--- config.mk ---
export PLATFORM = sky130hd
export DESIGN_NAME = acondicionador_botones
export DESIGN_NICKNAME = d
export VERILOG_FILES = /design/src/rtl/acondicionador_botones.sv
export SDC_FILE = /design/constraint.sdc
export NUM_CORES = 1
export LEC_CHECK = 0
export CORE_UTILIZATION = 60
export CTS_BUF_LIST = sky130_fd_sc_hd__clkbuf_4 sky130_fd_sc_hd__clkbuf_8 sky130_fd_sc_hd__clkbuf_16
export DETAILED_ROUTE_END_ITERATION = 8
export PLACE_DENSITY = 0.82
export REMOVE_ABC_BUFFERS = 1
export SLEW_MARGIN = 20
export SYNTH_ARGS = -nofsm -noshare
export SYNTH_HDL_FRONTEND = slang
export SYNTH_SLANG_ARGS = --single-unit
--- constraint.sdc ---
create_clock -name clk_i -period 2.3 [get_ports clk_i]
set_clock_uncertainty 0.05 [all_clocks]
set_input_delay 0.575 -clock clk_i [delete_from_list [all_inputs] [get_ports clk_i]]
set_output_delay 0.575 -clock clk_i [all_outputs]
set_load 0.01 [all_outputs]
--- src/rtl/acondicionador_botones.sv ---
// Four-button conditioner: 2-FF sync, counter debounce, rising-edge one-shot, last-press code.
// Optional auto-repeat of held buttons when BOTONES_AUTOREPEAT_EN is defined.
module acondicionador_botones #(
  parameter int unsigned DEBOUNCE_CYCLES = 100000,
  parameter int unsigned REPEAT_DELAY    = 5000000,
  parameter int unsigned REPEAT_PERIOD   = 2000000
) (
  input  logic       clk_i,
  input  logic       reset_i,
  input  logic       botonU_pi,
  input  logic       botonD_pi,
  input  logic       botonL_pi,
  input  logic       botonR_pi,
  output logic       pulso_o,
  output logic [1:0] codigo_o,
  output logic [3:0] estado_o,
  output logic [3:0] pulsos_o
);

  localparam int unsigned CntW = $clog2(DEBOUNCE_CYCLES);
  localparam logic [CntW-1:0] CntMax = CntW'(DEBOUNCE_CYCLES - 1);

  logic [3:0]      raw;
  logic [3:0]      s1_q, s2_q;
  logic [3:0]      estado_q, estado_d;
  logic [3:0]      pulsos_q, pulsos_d;
  logic [3:0]      rep_pulse;
  logic [CntW-1:0] cnt_q [4];
  logic [CntW-1:0] cnt_d [4];
  logic            pulso_q, pulso_d;
  logic [1:0]      codigo_q, codigo_d;

  assign raw = {botonR_pi, botonL_pi, botonD_pi, botonU_pi};

  always_comb begin
    for (int i = 0; i < 4; i++) begin
      cnt_d[i]    = '0;
      estado_d[i] = estado_q[i];
      if (s2_q[i] != estado_q[i]) begin
        if (cnt_q[i] == CntMax) begin
          estado_d[i] = s2_q[i];
        end else begin
          cnt_d[i] = cnt_q[i] + 1'b1;
        end
      end
    end
  end

`ifdef BOTONES_AUTOREPEAT_EN
  localparam int unsigned HoldW = $clog2(REPEAT_DELAY);
  localparam logic [HoldW-1:0] HoldFire   = HoldW'(REPEAT_DELAY - 1);
  localparam logic [HoldW-1:0] HoldReload = HoldW'(REPEAT_DELAY - REPEAT_PERIOD);

  logic [HoldW-1:0] hold_q [4];
  logic [HoldW-1:0] hold_d [4];

  // Reloading to DELAY-PERIOD after each repeat makes the next fire PERIOD cycles later.
  always_comb begin
    for (int i = 0; i < 4; i++) begin
      hold_d[i]    = '0;
      rep_pulse[i] = 1'b0;
      if (estado_q[i] && estado_d[i]) begin
        if (hold_q[i] == HoldFire) begin
          rep_pulse[i] = 1'b1;
          hold_d[i]    = HoldReload;
        end else begin
          hold_d[i] = hold_q[i] + 1'b1;
        end
      end
    end
  end

  always_ff @(posedge clk_i) begin
    for (int i = 0; i < 4; i++) begin
      if (reset_i) begin
        hold_q[i] <= '0;
      end else begin
        hold_q[i] <= hold_d[i];
      end
    end
  end
`else
  logic unused_cfg;
  assign unused_cfg = ^{REPEAT_DELAY, REPEAT_PERIOD};
  assign rep_pulse  = 4'b0000;
`endif

  always_comb begin
    pulsos_d = (estado_d & ~estado_q) | rep_pulse;
    pulso_d  = |pulsos_d;
    codigo_d = codigo_q;
    if (pulsos_d[0]) begin
      codigo_d = 2'd0;
    end else if (pulsos_d[1]) begin
      codigo_d = 2'd1;
    end else if (pulsos_d[2]) begin
      codigo_d = 2'd2;
    end else if (pulsos_d[3]) begin
      codigo_d = 2'd3;
    end
  end

  always_ff @(posedge clk_i) begin
    if (reset_i) begin
      s1_q     <= '0;
      s2_q     <= '0;
      estado_q <= '0;
      pulsos_q <= '0;
      pulso_q  <= 1'b0;
      codigo_q <= '0;
      for (int i = 0; i < 4; i++) cnt_q[i] <= '0;
    end else begin
      s1_q     <= raw;
      s2_q     <= s1_q;
      estado_q <= estado_d;
      pulsos_q <= pulsos_d;
      pulso_q  <= pulso_d;
      codigo_q <= codigo_d;
      for (int i = 0; i < 4; i++) cnt_q[i] <= cnt_d[i];
    end
  end

  assign pulso_o  = pulso_q;
  assign codigo_o = codigo_q;
  assign estado_o = estado_q;
  assign pulsos_o = pulsos_q;

endmodule

==> run_results.csv <==
group,metric,value,unit
synth,yosys-top-cells-count,"dfxtp_1 (87), nor2_1 (65), xor2_1 (26)",
synth,seq_area_frac_synth,45.88,%
min_path,hold_end,"s2_q[2]$_SDFF_PP0_",
critical_path,rr_startpoint,"cnt_q[2][12]$_SDFF_PP0_",
critical_path,arrival,2.22,ns
synth,synth_edf_count,0,
routing,wirelength,7162,um
cells_and_area,syn_to_final_growth,10.68,%
cts,cts_buffer_depth,2,
placed_design,hpwl,4964,um
die,fp.dieH,81.54,um
critical_path,worstReg2RegEnd,"cnt_q[2][3]$_SDFF_PP0_",
cells_and_area,fill_cells,470,
timing,slew_headroom,62.05,%
cts,clock_sinks,87,
global_route,grt_pass1_wl,12240,um
global_route,antenna_found_initial,0,
routing,drc,0,
synth,synth-seq-cells,87,
timing,rsz0062_at_grt,"no",
synth,synthCells,423,
cells_and_area,antenna_cells,0,
timing,fmaxAchievable,0.4886,GHz
timing,tightest_slew,0.5640,ns
synth,yosysMostFrequentCell,"dfxtp_1",
min_path,hold_class,"flip-flop to flip-flop",
placed_design,numPortBuffers,16,
timing,tns,0,ns
routing,wire_per_inst,13.85,um
routing,dr_total_vias,2995,
timing,setup_viol_count_final,0,
synth,syn_area_per_cell,8.974,um2
synth,yosys.area.top_type_share,45.88,%
critical_path,slowest_stage,"or4_4",
cts,clk_pin_slew,0.08,ns
critical_path,endpoint_kind,"flip-flop",
synth,yosys-top-cells-area,"dfxtp_1 (46%), nor2_1 (6.4%), xor2_1 (6.0%)",
global_route,grt_pass1_vias,2735,
timing,fin_crit,2.047,ns
global_route,track_usage,24.16,%
timing,min_period_over_period,88.99,%
routing,drtAntennaViolNets,0,
power_and_ir_drop,leakage,1.311,nW
critical_path,worstRegToRegCells,4,
die,row_count,28,
synth,synth.distinct_cells,43,
cells_and_area,num-nets-final,447,
power_and_ir_drop,peakVddDrop,0.6130,mV
power_and_ir_drop,p_per_area,633.8,mW/mm2
critical_path,rrSetupSlack,0.25,ns
cts,cts_setup_buffers,0,
cells_and_area,layout-drive-gt1-share,6.335,%
cts,worstSkewPairLatency,0.35,ns
placed_design,place.gp.congestion,0.7841,
die,die_width,81.54,um
critical_path,cp_cell_sequence,"or4_4, nor4_4, or2_1, nor2_1",
critical_path,cp_data_required_time,2.47,ns
timing,timing_hold_violations_final,0,
die,die_area,0.006649,mm2
global_route,overflow,0,
cts,cts-htree-levels,3,
cells_and_area,regArea,0.001742,mm2
routing,viasPerCell,5.793,
die,boundaryPins,17,
global_route,grt_max_degree,18,
die,coreArea,0.006026,mm2
routing,dr.pass1.iters,4,
synth,yosysTopAreaCell,"dfxtp_1",
synth,async_flop_share,0,%
cts,cts_tree,"yes",
timing,whs,0.3860,ns
placed_design,placedCellCount,501,
cts,cts_buffers,9,
critical_path,max_stage_delay,0.56,ns
status,status,"completed",
die,start_util,63.00,%
cts,cts_hold_buf,0,
synth,synth_flop_cell,"dfxtp_1",
critical_path,path_max_fanout,15,
cells_and_area,fin_cells,517,
cts,post_cts_resized,0,
critical_path,crit_type,"flip-flop to flip-flop",
critical_path,crit_path_start_kind,"flip-flop",
min_path,hold_depth,1,
run,cap_violations,0,
cts,cts_root_buf,"clkbuf_8",
routing,drt_iter0_markers,148,
timing,finalMaxSlewViolations,0,
synth,syn-cell-area,0.003796,mm2
cells_and_area,multi_input_comb_area,0.001918,mm2
synth,yosys_warnings,0,
min_path,min_from,"s1_q[2]$_SDFF_PP0_",
==> cells by family after synthesis <==
kind of cell | count (synthesis) | share of synthesized area [%]
XOR/XNOR | 49 | 11.31
multiplexers | 2 | 0.5274
buffers and inverters | 29 | 3.592
adder cells (fa/ha/maj) | 4 | 1.318
AND/OR/NAND/NOR | 217 | 31.94
AO/OA/AOI/OAI | 35 | 5.438
flip-flops | 87 | 45.88
==> cells in the final DEF (no fill, tap or decap), types with 3 or more instances in the layout <==
| cell type | synthesis | final |
|---|---|---|
| nor4_1 | 10 | 10 |
| nor4b_1 | 3 | 3 |
| nor3_1 | 6 | 6 |
| xor2_1 | 26 | 26 |
| or3_1 | 16 | 16 |
| nand3_1 | 22 | 22 |
| buf_4 | 0 | 4 |
| a21oi_1 | 15 | 15 |
| nor2_1 | 65 | 65 |
| or4_4 | 3 | 3 |
| ha_1 | 4 | 4 |
| nor4bb_1 | 4 | 4 |
| clkdlybuf4s50_1 | 0 | 16 |
| inv_1 | 12 | 12 |
| nand4_1 | 25 | 25 |
| and4_1 | 9 | 9 |
| nor2b_1 | 12 | 12 |
| nand2_1 | 19 | 19 |
| o21ai_0 | 10 | 10 |
| and3_1 | 9 | 9 |
| dfxtp_1 | 87 | 87 |
| clkbuf_8 | 0 | 12 |
| xnor2_1 | 23 | 23 |
==> where the power goes <==
| part | leakage (nW) | switching, mW | internal, mW |
|---|---|---|---|
| clock network | 0.113 | 0.503 | 0.600 |
| registers | 0.702 | 0.00485 | 1.51 |
| logic | 0.495 | 0.0226 | 0.0189 |
| total | 1.31 | 0.531 | 2.13 |
==> per-stage QoR <==
stage | setup slack, ns | util [%] | power [mW] | area (um2)
floorplan | 0.5475 | - | 1.572 | 3705
global placement | 0.1265 | 66.20 | 1.594 | 3989
detailed placement | 0.02677 | 66.20 | 1.595 | 3989
CTS | 0.2549 | 69.73 | 2.690 | 4202
global route | 0.1127 | 69.73 | 2.752 | 4202
finish | 0.2533 | 69.73 | 2.663 | 4202
==> worst max-delay path, delay by kind of cell (launching register included) <==
family	cells	cell delay [ns]
simple gates	4	1.50
flops	1	0.36
==> layout make-up <==
| cell class | instances | share of cell area (%) |
|---|---|---|
| multi-input cells | 307 | 45.65 |
| flip-flops and latches | 87 | 41.45 |
| repair buffers | 20 | 4.526 |
| clock buffers | 13 | 4.110 |
| well taps | 75 | 2.233 |
| inverters | 12 | 1.072 |
| clock inverters | 3 | 0.9529 |
==> state kept, by name, summed over array words and instances, names as in the netlist <==
register	flops
codigo_o	2
pulsos_o	4
s1_q	4
cnt_q	68
estado_o	4
pulso_o	1
s2_q	4
==> layer usage <==
metal | vias up | track usage, % | part of all wire (%)
li1 | 1515 | - | -
met1 | 1420 | 29.82 | 46
met2 | 55 | 40.50 | 49
met3 | 5 | 6.889 | 4.8
met4 | 0 | 7.500 | 0.95
met5 | - | 0 | 0
==> worst max path at each step <==
stage | from | endpoint | slack [ns] | cells after the start
finish | cnt_q[2][12]$_SDFF_PP0_ | cnt_q[2][3]$_SDFF_PP0_ | 0.25 | 4
global route | cnt_q[0][0]$_SDFF_PP0_ | pulso_o$_SDFF_PP0_ | 0.11 | 5
CTS | cnt_q[2][12]$_SDFF_PP0_ | cnt_q[2][3]$_SDFF_PP0_ | 0.25 | 4
detailed placement | reset_i | cnt_q[2][3]$_SDFF_PP0_ | 0.03 | 4
global placement | reset_i | cnt_q[2][2]$_SDFF_PP0_ | 0.13 | 4
floorplan | cnt_q[2][12]$_SDFF_PP0_ | cnt_q[2][10]$_SDFF_PP0_ | 0.55 | 4
Note: power is estimated with default switching activity, not from simulation.
